$ cat src/rtl/ps2_scan_decoder.sv
// PS/2 Set-2 scan-code decoder: folds E0/F0/E1 sequences into key events, tracks shift/caps,
// and translates printable presses to ASCII. Optional build macro: PS2_REPEAT_FILTER_EN.
module ps2_scan_decoder #(
  parameter int unsigned PAUSE_SKIP = 7
) (
  input  logic       clk,
  input  logic       reset,
  input  logic       rx_done_tick,
  input  logic [7:0] rx_data,
  output logic       key_valid,
  output logic [7:0] key_code,
  output logic       key_break,
  output logic       key_ext,
  output logic       ascii_valid,
  output logic [7:0] ascii,
  output logic       shift_on,
  output logic       caps_on
);

  typedef enum logic [2:0] {StIdle, StExt, StBrk, StExtBrk, StSkip} state_e;

  state_e     state_q, state_d;
  logic [7:0] skip_q, skip_d;

  logic ev_raw, ev_break, ev_ext, ev_fire, suppress;
  logic lshift_q, lshift_d, rshift_q, rshift_d;
  logic caps_held_q, caps_held_d, caps_d;
  logic map_hit, press_map;
  logic [7:0] map_char;

  // State register
  always_ff @(posedge clk or posedge reset) begin
    if (reset) begin
      state_q <= StIdle;
      skip_q  <= 8'd0;
    end else begin
      state_q <= state_d;
      skip_q  <= skip_d;
    end
  end

  // Next-state logic
  always_comb begin
    state_d = state_q;
    skip_d  = skip_q;
    if (rx_done_tick) begin
      unique case (state_q)
        StIdle: begin
          if (rx_data == 8'hE0) begin
            state_d = StExt;
          end else if (rx_data == 8'hF0) begin
            state_d = StBrk;
          end else if (rx_data == 8'hE1) begin
            state_d = StSkip;
            skip_d  = 8'(PAUSE_SKIP);
          end
        end
        StExt: begin
          if (rx_data == 8'hF0) begin
            state_d = StExtBrk;
          end else if (rx_data != 8'hE0) begin
            state_d = StIdle;
          end
        end
        StBrk:    state_d = StIdle;
        StExtBrk: state_d = StIdle;
        StSkip: begin
          skip_d = skip_q - 8'd1;
          // <= 1 also guards against a zero load hanging here
          if (skip_q <= 8'd1) state_d = StIdle;
        end
        default:  state_d = StIdle;
      endcase
    end
  end

  // Event decode from current state and incoming byte
  always_comb begin
    ev_raw   = 1'b0;
    ev_break = 1'b0;
    ev_ext   = 1'b0;
    if (rx_done_tick) begin
      unique case (state_q)
        StIdle: begin
          unique case (rx_data)
            8'hE0, 8'hF0, 8'hE1, 8'hFA, 8'hAA, 8'hEE, 8'hFE, 8'h00: ev_raw = 1'b0;
            default: ev_raw = 1'b1;
          endcase
        end
        StExt: begin
          ev_ext = 1'b1;
          ev_raw = (rx_data != 8'hF0) && (rx_data != 8'hE0) && (rx_data != 8'h12);
        end
        StBrk: begin
          ev_raw   = 1'b1;
          ev_break = 1'b1;
        end
        StExtBrk: begin
          ev_ext   = 1'b1;
          ev_break = 1'b1;
          ev_raw   = (rx_data != 8'h12);
        end
        default: ev_raw = 1'b0;
      endcase
    end
  end

`ifdef PS2_REPEAT_FILTER_EN
  logic [7:0] last_code_q;
  logic       last_ext_q, last_vld_q;
  logic       last_match;

  assign last_match = last_vld_q && (last_code_q == rx_data) && (last_ext_q == ev_ext);
  assign suppress   = ev_raw && !ev_break && last_match;

  always_ff @(posedge clk or posedge reset) begin
    if (reset) begin
      last_code_q <= 8'd0;
      last_ext_q  <= 1'b0;
      last_vld_q  <= 1'b0;
    end else if (ev_fire) begin
      if (!ev_break) begin
        last_code_q <= rx_data;
        last_ext_q  <= ev_ext;
        last_vld_q  <= 1'b1;
      end else if (last_match) begin
        last_vld_q  <= 1'b0;
      end
    end
  end
`else
  assign suppress = 1'b0;
`endif

  assign ev_fire = ev_raw && !suppress;

  // ASCII lookup uses the modifier state before this event's update
  always_comb begin
    map_hit  = 1'b1;
    map_char = 8'h00;
    unique case (rx_data)
      8'h1C: map_char = "a";  8'h32: map_char = "b";  8'h21: map_char = "c";
      8'h23: map_char = "d";  8'h24: map_char = "e";  8'h2B: map_char = "f";
      8'h34: map_char = "g";  8'h33: map_char = "h";  8'h43: map_char = "i";
      8'h3B: map_char = "j";  8'h42: map_char = "k";  8'h4B: map_char = "l";
      8'h3A: map_char = "m";  8'h31: map_char = "n";  8'h44: map_char = "o";
      8'h4D: map_char = "p";  8'h15: map_char = "q";  8'h2D: map_char = "r";
      8'h1B: map_char = "s";  8'h2C: map_char = "t";  8'h3C: map_char = "u";
      8'h2A: map_char = "v";  8'h1D: map_char = "w";  8'h22: map_char = "x";
      8'h35: map_char = "y";  8'h1A: map_char = "z";
      8'h16: map_char = shift_on ? "!" : "1";
      8'h1E: map_char = shift_on ? "@" : "2";
      8'h26: map_char = shift_on ? "#" : "3";
      8'h25: map_char = shift_on ? "$" : "4";
      8'h2E: map_char = shift_on ? "%" : "5";
      8'h36: map_char = shift_on ? "^" : "6";
      8'h3D: map_char = shift_on ? "&" : "7";
      8'h3E: map_char = shift_on ? "*" : "8";
      8'h46: map_char = shift_on ? "(" : "9";
      8'h45: map_char = shift_on ? ")" : "0";
      8'h29: map_char = 8'h20;
      8'h5A: map_char = 8'h0D;
      8'h66: map_char = 8'h08;
      8'h0D: map_char = 8'h09;
      8'h76: map_char = 8'h1B;
      default: map_hit = 1'b0;
    endcase
    if (map_char >= "a" && map_char <= "z" && (shift_on ^ caps_on)) begin
      map_char = map_char - 8'h20;
    end
  end

  assign press_map = ev_fire && !ev_break && !ev_ext && map_hit;

  // Modifier tracking, non-extended codes only
  always_comb begin
    lshift_d    = lshift_q;
    rshift_d    = rshift_q;
    caps_held_d = caps_held_q;
    caps_d      = caps_on;
    if (ev_fire && !ev_ext) begin
      if (rx_data == 8'h12) lshift_d = !ev_break;
      if (rx_data == 8'h59) rshift_d = !ev_break;
      if (rx_data == 8'h58) begin
        if (ev_break) begin
          caps_held_d = 1'b0;
        end else begin
          if (!caps_held_q) caps_d = !caps_on;
          caps_held_d = 1'b1;
        end
      end
    end
  end

  always_ff @(posedge clk or posedge reset) begin
    if (reset) begin
      key_valid   <= 1'b0;
      key_code    <= 8'd0;
      key_break   <= 1'b0;
      key_ext     <= 1'b0;
      ascii_valid <= 1'b0;
      ascii       <= 8'd0;
      shift_on    <= 1'b0;
      caps_on     <= 1'b0;
      lshift_q    <= 1'b0;
      rshift_q    <= 1'b0;
      caps_held_q <= 1'b0;
    end else begin
      key_valid   <= ev_fire;
      ascii_valid <= press_map;
      if (ev_fire) begin
        key_code  <= rx_data;
        key_break <= ev_break;
        key_ext   <= ev_ext;
        ascii     <= press_map ? map_char : 8'h00;
      end
      lshift_q    <= lshift_d;
      rshift_q    <= rshift_d;
      caps_held_q <= caps_held_d;
      shift_on    <= lshift_d | rshift_d;
      caps_on     <= caps_d;
    end
  end

endmodule

$ cat config.mk
export PLATFORM = sky130hd
export DESIGN_NAME = ps2_scan_decoder
export DESIGN_NICKNAME = d
export VERILOG_FILES = /design/src/rtl/ps2_scan_decoder.sv
export SDC_FILE = /design/constraint.sdc
export NUM_CORES = 1
export LEC_CHECK = 0
export ABC_CLOCK_PERIOD_IN_PS = 2320
export CAP_MARGIN = 10
export CORE_UTILIZATION = 25
export CTS_CLUSTER_DIAMETER = 150
export DETAILED_ROUTE_END_ITERATION = 12
export HOLD_SLACK_MARGIN = 0.06
export PLACE_DENSITY_LB_ADDON = 0.12
export RECOVER_POWER = 50
export SYNTH_ARGS = -nofsm -noshare
export SYNTH_HDL_FRONTEND = slang
export SYNTH_SLANG_ARGS = --single-unit
export TNS_END_PERCENT = 30
$ cat constraint.sdc
create_clock -name clk -period 2.32 [get_ports clk]
set_input_delay 0.464 -clock clk [delete_from_list [all_inputs] [get_ports clk]]
set_output_delay 0.464 -clock clk [all_outputs]
set_load 0.005 [all_outputs]
==> results_dict.tcl <==
set metrics [dict create \
    synth_edf_count 0 \
    start_util 0.2558 \
    final-setup-viol-count 0 \
    rsz0062_at_grt "yes" \
    cp_slowest_cell "a2111oi_4" \
    grt_pass1_wl_um 16820 \
    final_util 0.4380 \
    p_per_area_nw_per_um2 537.2 \
    skew_ps 4.869 \
    clkTransAtPathRegs_ps 70 \
    synthArstFlopShare 1.000 \
    min_delay_path_depth 2 \
    insertion_delay_ps 290 \
    internal_power_uw 1718 \
    yosys.area_share.xor_xnor 0.01264 \
    syn_to_final_growth_pct 71.25 \
    antenna_found_initial 0 \
    slew_headroom 0.3889 \
    cp.arrival_ps 2420 \
    ios 33 \
    synth_compound_area_frac 0.2405 \
    critical_path.reg2reg.endpoint "shift_on" \
    synth.net_count 344 \
    die_height_um 107.3 \
    ir_drop_v 0.0002938 \
    dieArea_um2 11520 \
    grt_max_degree 37 \
    rr_startpoint "state_q[1]" \
    dp_slack_ps -941.6 \
    gp_congestion 0.8744 \
    end_kind "flip-flop" \
    timing.final.crit_share 0.9675 \
    hold_end "ascii[7]" \
    violations "design-rule violations" \
    regArea_um2 900.9 \
    clock_power_share 0.242 \
    fin_nets 501 \
    final_hold_viol_count 0 \
    clkSinkCount 36 \
    cp-start-kind "input port" \
    fin_setup_tns_ps 0 \
    maxCapViolations 0 \
    grt_usage 0.1881 \
    ant_nets 0 \
    p_seq_frac 0.328 \
    slowest_delay_ps 420 \
    synth_top_area_cell "dfrtp_1" \
    synth-main-ff-cell "dfrtp_1" \
    die_width_um 107.3 \
    swShare 0.3266 \
    rrSetupSlack_ps 160 \
    clk_path_buf_depth 2 \
    drtPass1Iterations 8 \
    cp_max_fo 7 \
    wirelength_um 10300 \
    synthMuxAreaShare 0.04919 \
    p_comb_frac 0.429 \
    ys_seq_area_frac 0.3249 \
    first_global_vias 3251 \
    hp-class "reg2reg" \
    cts_buffers 5 \
    final.setup.worst_slack_ps 75.30 \
    synth-simple-area-share 0.3005 \
    syn_inst 330 \
    core_area_um2 10840 \
    synth-adder-area-share 0.01354 \
    path_buf_inv 3 \
    h-tree-depth 2 \
    required_ps 2500 \
    synth_cell_types 62 \
    dpl.hpwl_um 7586 \
    ys_seq_elements 36 \
    crit_chain "buf_2 > buf_6 > and4bb_1 > a41oi_2 > o41ai_4 > a2111oi_4 > buf_4 > and2_1 > a31oi_4 > a32o_1" \
    run_status "complete, but fails checks" \
    std_cell_rows 38 \
    drv_slew 0 \
    fillers 1103 \
    fmax_mhz 445.5 \
    grt_overflow 0 \
    drt_iter0_drc 221 \
    post-route-min-period_ps 2245 \
    cts-root-buf "clkbuf_8" \
    syn_area_per_cell_um2 8.402 \
    cts_tree "built" \
    hold_start "ascii[7]" \
    via_count 3204 \
    total_leakage_power_uw 0.002033 \
    synth_top_area_frac 0.3249 \
    port_buffers 32 \
    synth_top_family_by_area "simple AND/OR/NAND/NOR gates" \
    syn_area_um2 2773 \
    post_drt_wl_per_cell_um 16.39 \
    via_per_inst 5.102 \
    synth_area_leaders "dfrtp_1, nand2_1, mux2_2" \
    critical_path.top_delay_family "compound AO/OA/AOI/OAI gates" \
    switching_power_uw 833.0 \
    drive_gt1_frac 0.4652 \
    drc 2 \
    worstRegToRegCells 7 \
    antenna_cells 0 \
    tightest_slew_ps 916.7 \
    crit_type "in2reg" \
    yosysWarnings 0 \
    multi_input_area_um2 2092 \
]
-- worst register-to-register path, delay by kind of cell (launching register included) --
family,cells,cell delay [ps]
compound gates,2,340
flops,1,380
mux,1,330
simple gates,4,1000
-- worst max path at each step --
stage	slack, ps	depth (start not counted)	endpoint	from
after floorplan	10	8	shift_on	state_q[1]
after global placement	-840	11	ascii[6]	rx_data[1]
after detailed placement	-940	11	ascii[6]	rx_data[1]
after CTS	-20	12	ascii[0]	rx_data[6]
after global routing	-30	12	ascii[6]	rx_data[7]
final	80	10	ascii[5]	rx_data[5]
-- registers in the layout (all words and copies together) (netlist names) --
signal / flops
ascii: 8
key_code: 8
skip_q: 8
state_q: 3
ascii_valid: 1
caps_held_q: 1
caps_on: 1
key_break: 1
key_ext: 1
key_valid: 1
lshift_q: 1
rshift_q: 1
shift_on: 1
-- cells in the mapped netlist (5+ instances only) --
library cell / n
o2111ai_1: 5
nand4_1: 7
nor2b_1: 10
a22o_1: 8
a21oi_1: 13
or3_1: 5
o21ai_0: 19
nand2b_1: 8
nor3_1: 10
and3_1: 6
nand3_1: 15
inv_1: 8
dfrtp_1: 36
a22oi_1: 5
mux2_2: 9
o31ai_1: 5
nor3b_1: 6
buf_2: 16
nand2_1: 30
nor4_1: 6
nor2_1: 26
-- layer usage --
layer,part of all wire,global-route usage
met5,0,0
met4,0.016,0.04990
met3,0.044,0.01937
met2,0.48,0.3134
met1,0.46,0.2584
-- layout make-up --
cell class                 count  area share
clock buffer                   7     0.02029
clock inverter                 1    0.006324
inverter                       8    0.007115
multi-input combinational    260      0.4406
sequential                    36      0.1897
tap                          140     0.03689
timing repair buffer         176      0.2991
-- cells by family after synthesis --
logic type | after synthesis
AND/OR/NAND/NOR | 149
AO/OA/AOI/OAI | 92
multiplexers | 12
flip-flops | 36
XOR/XNOR | 4
adder cells (fa/ha/maj) | 3
buffers and inverters | 34
-- cells in the final DEF (no fill, tap or decap), drive strengths merged, types with 3 or more instances in the layout --
cell type / instances
a21oi: 13
a22o: 8
a22oi: 5
a31oi: 5
a32o: 4
and3: 6
buf: 147
clkbuf: 11
clkdlybuf4s50: 15
dfrtp: 36
dlygate4sd3: 9
ha: 3
inv: 7
mux2: 10
nand2: 30
nand2b: 8
nand3: 15
nand3b: 3
nand4: 7
nand4b: 3
nor2: 26
nor2b: 10
nor3: 10
nor3b: 6
nor4: 6
nor4b: 4
o2111ai: 5
o21ai: 21
o22ai: 3
o31ai: 5
o32ai: 3
o41ai: 3
or3: 5
-- what timing repair did --
item | in CTS | in global routing
cloned | 2 | 0
endpoints found under the setup margin | 27 | 17
buffers inserted | 15 | 8
gates resized for setup | 66 | 43
hold buffers | 0 | 0
pin swaps | 17 | 21
-- power groups by stage --
| stage | Sequential, uW | Clock, uW | Combinational (uW) |
|---|---|---|---|
| 6_report | 837 | 618 | 1100 |
| 4_1_cts | 842 | 642 | 1070 |
| 5_1_grt | 856 | 668 | 1200 |
| 3_5_place_dp | 854 | 0 | 1020 |
| 3_3_place_gp | 849 | 0 | 1010 |
| 2_1_floorplan | 850 | 0 | 469 |
-- metrics by stage --
| stage | total power [uW] | hold slack [ps] | cell area [um2] | instances |
|---|---|---|---|---|
| after floorplan | 1319 | 449.9 | 2773 | 330 |
| after global placement | 1857 | 462.8 | 4086 | 601 |
| after detailed placement | 1869 | 471.9 | 4086 | 601 |
| after CTS | 2556 | 489.7 | 4531 | 622 |
| after global routing | 2727 | 512.9 | 4748 | 628 |
| final | 2551 | 473.6 | 4748 | 628 |
Power figures use the tool's default switching activity.
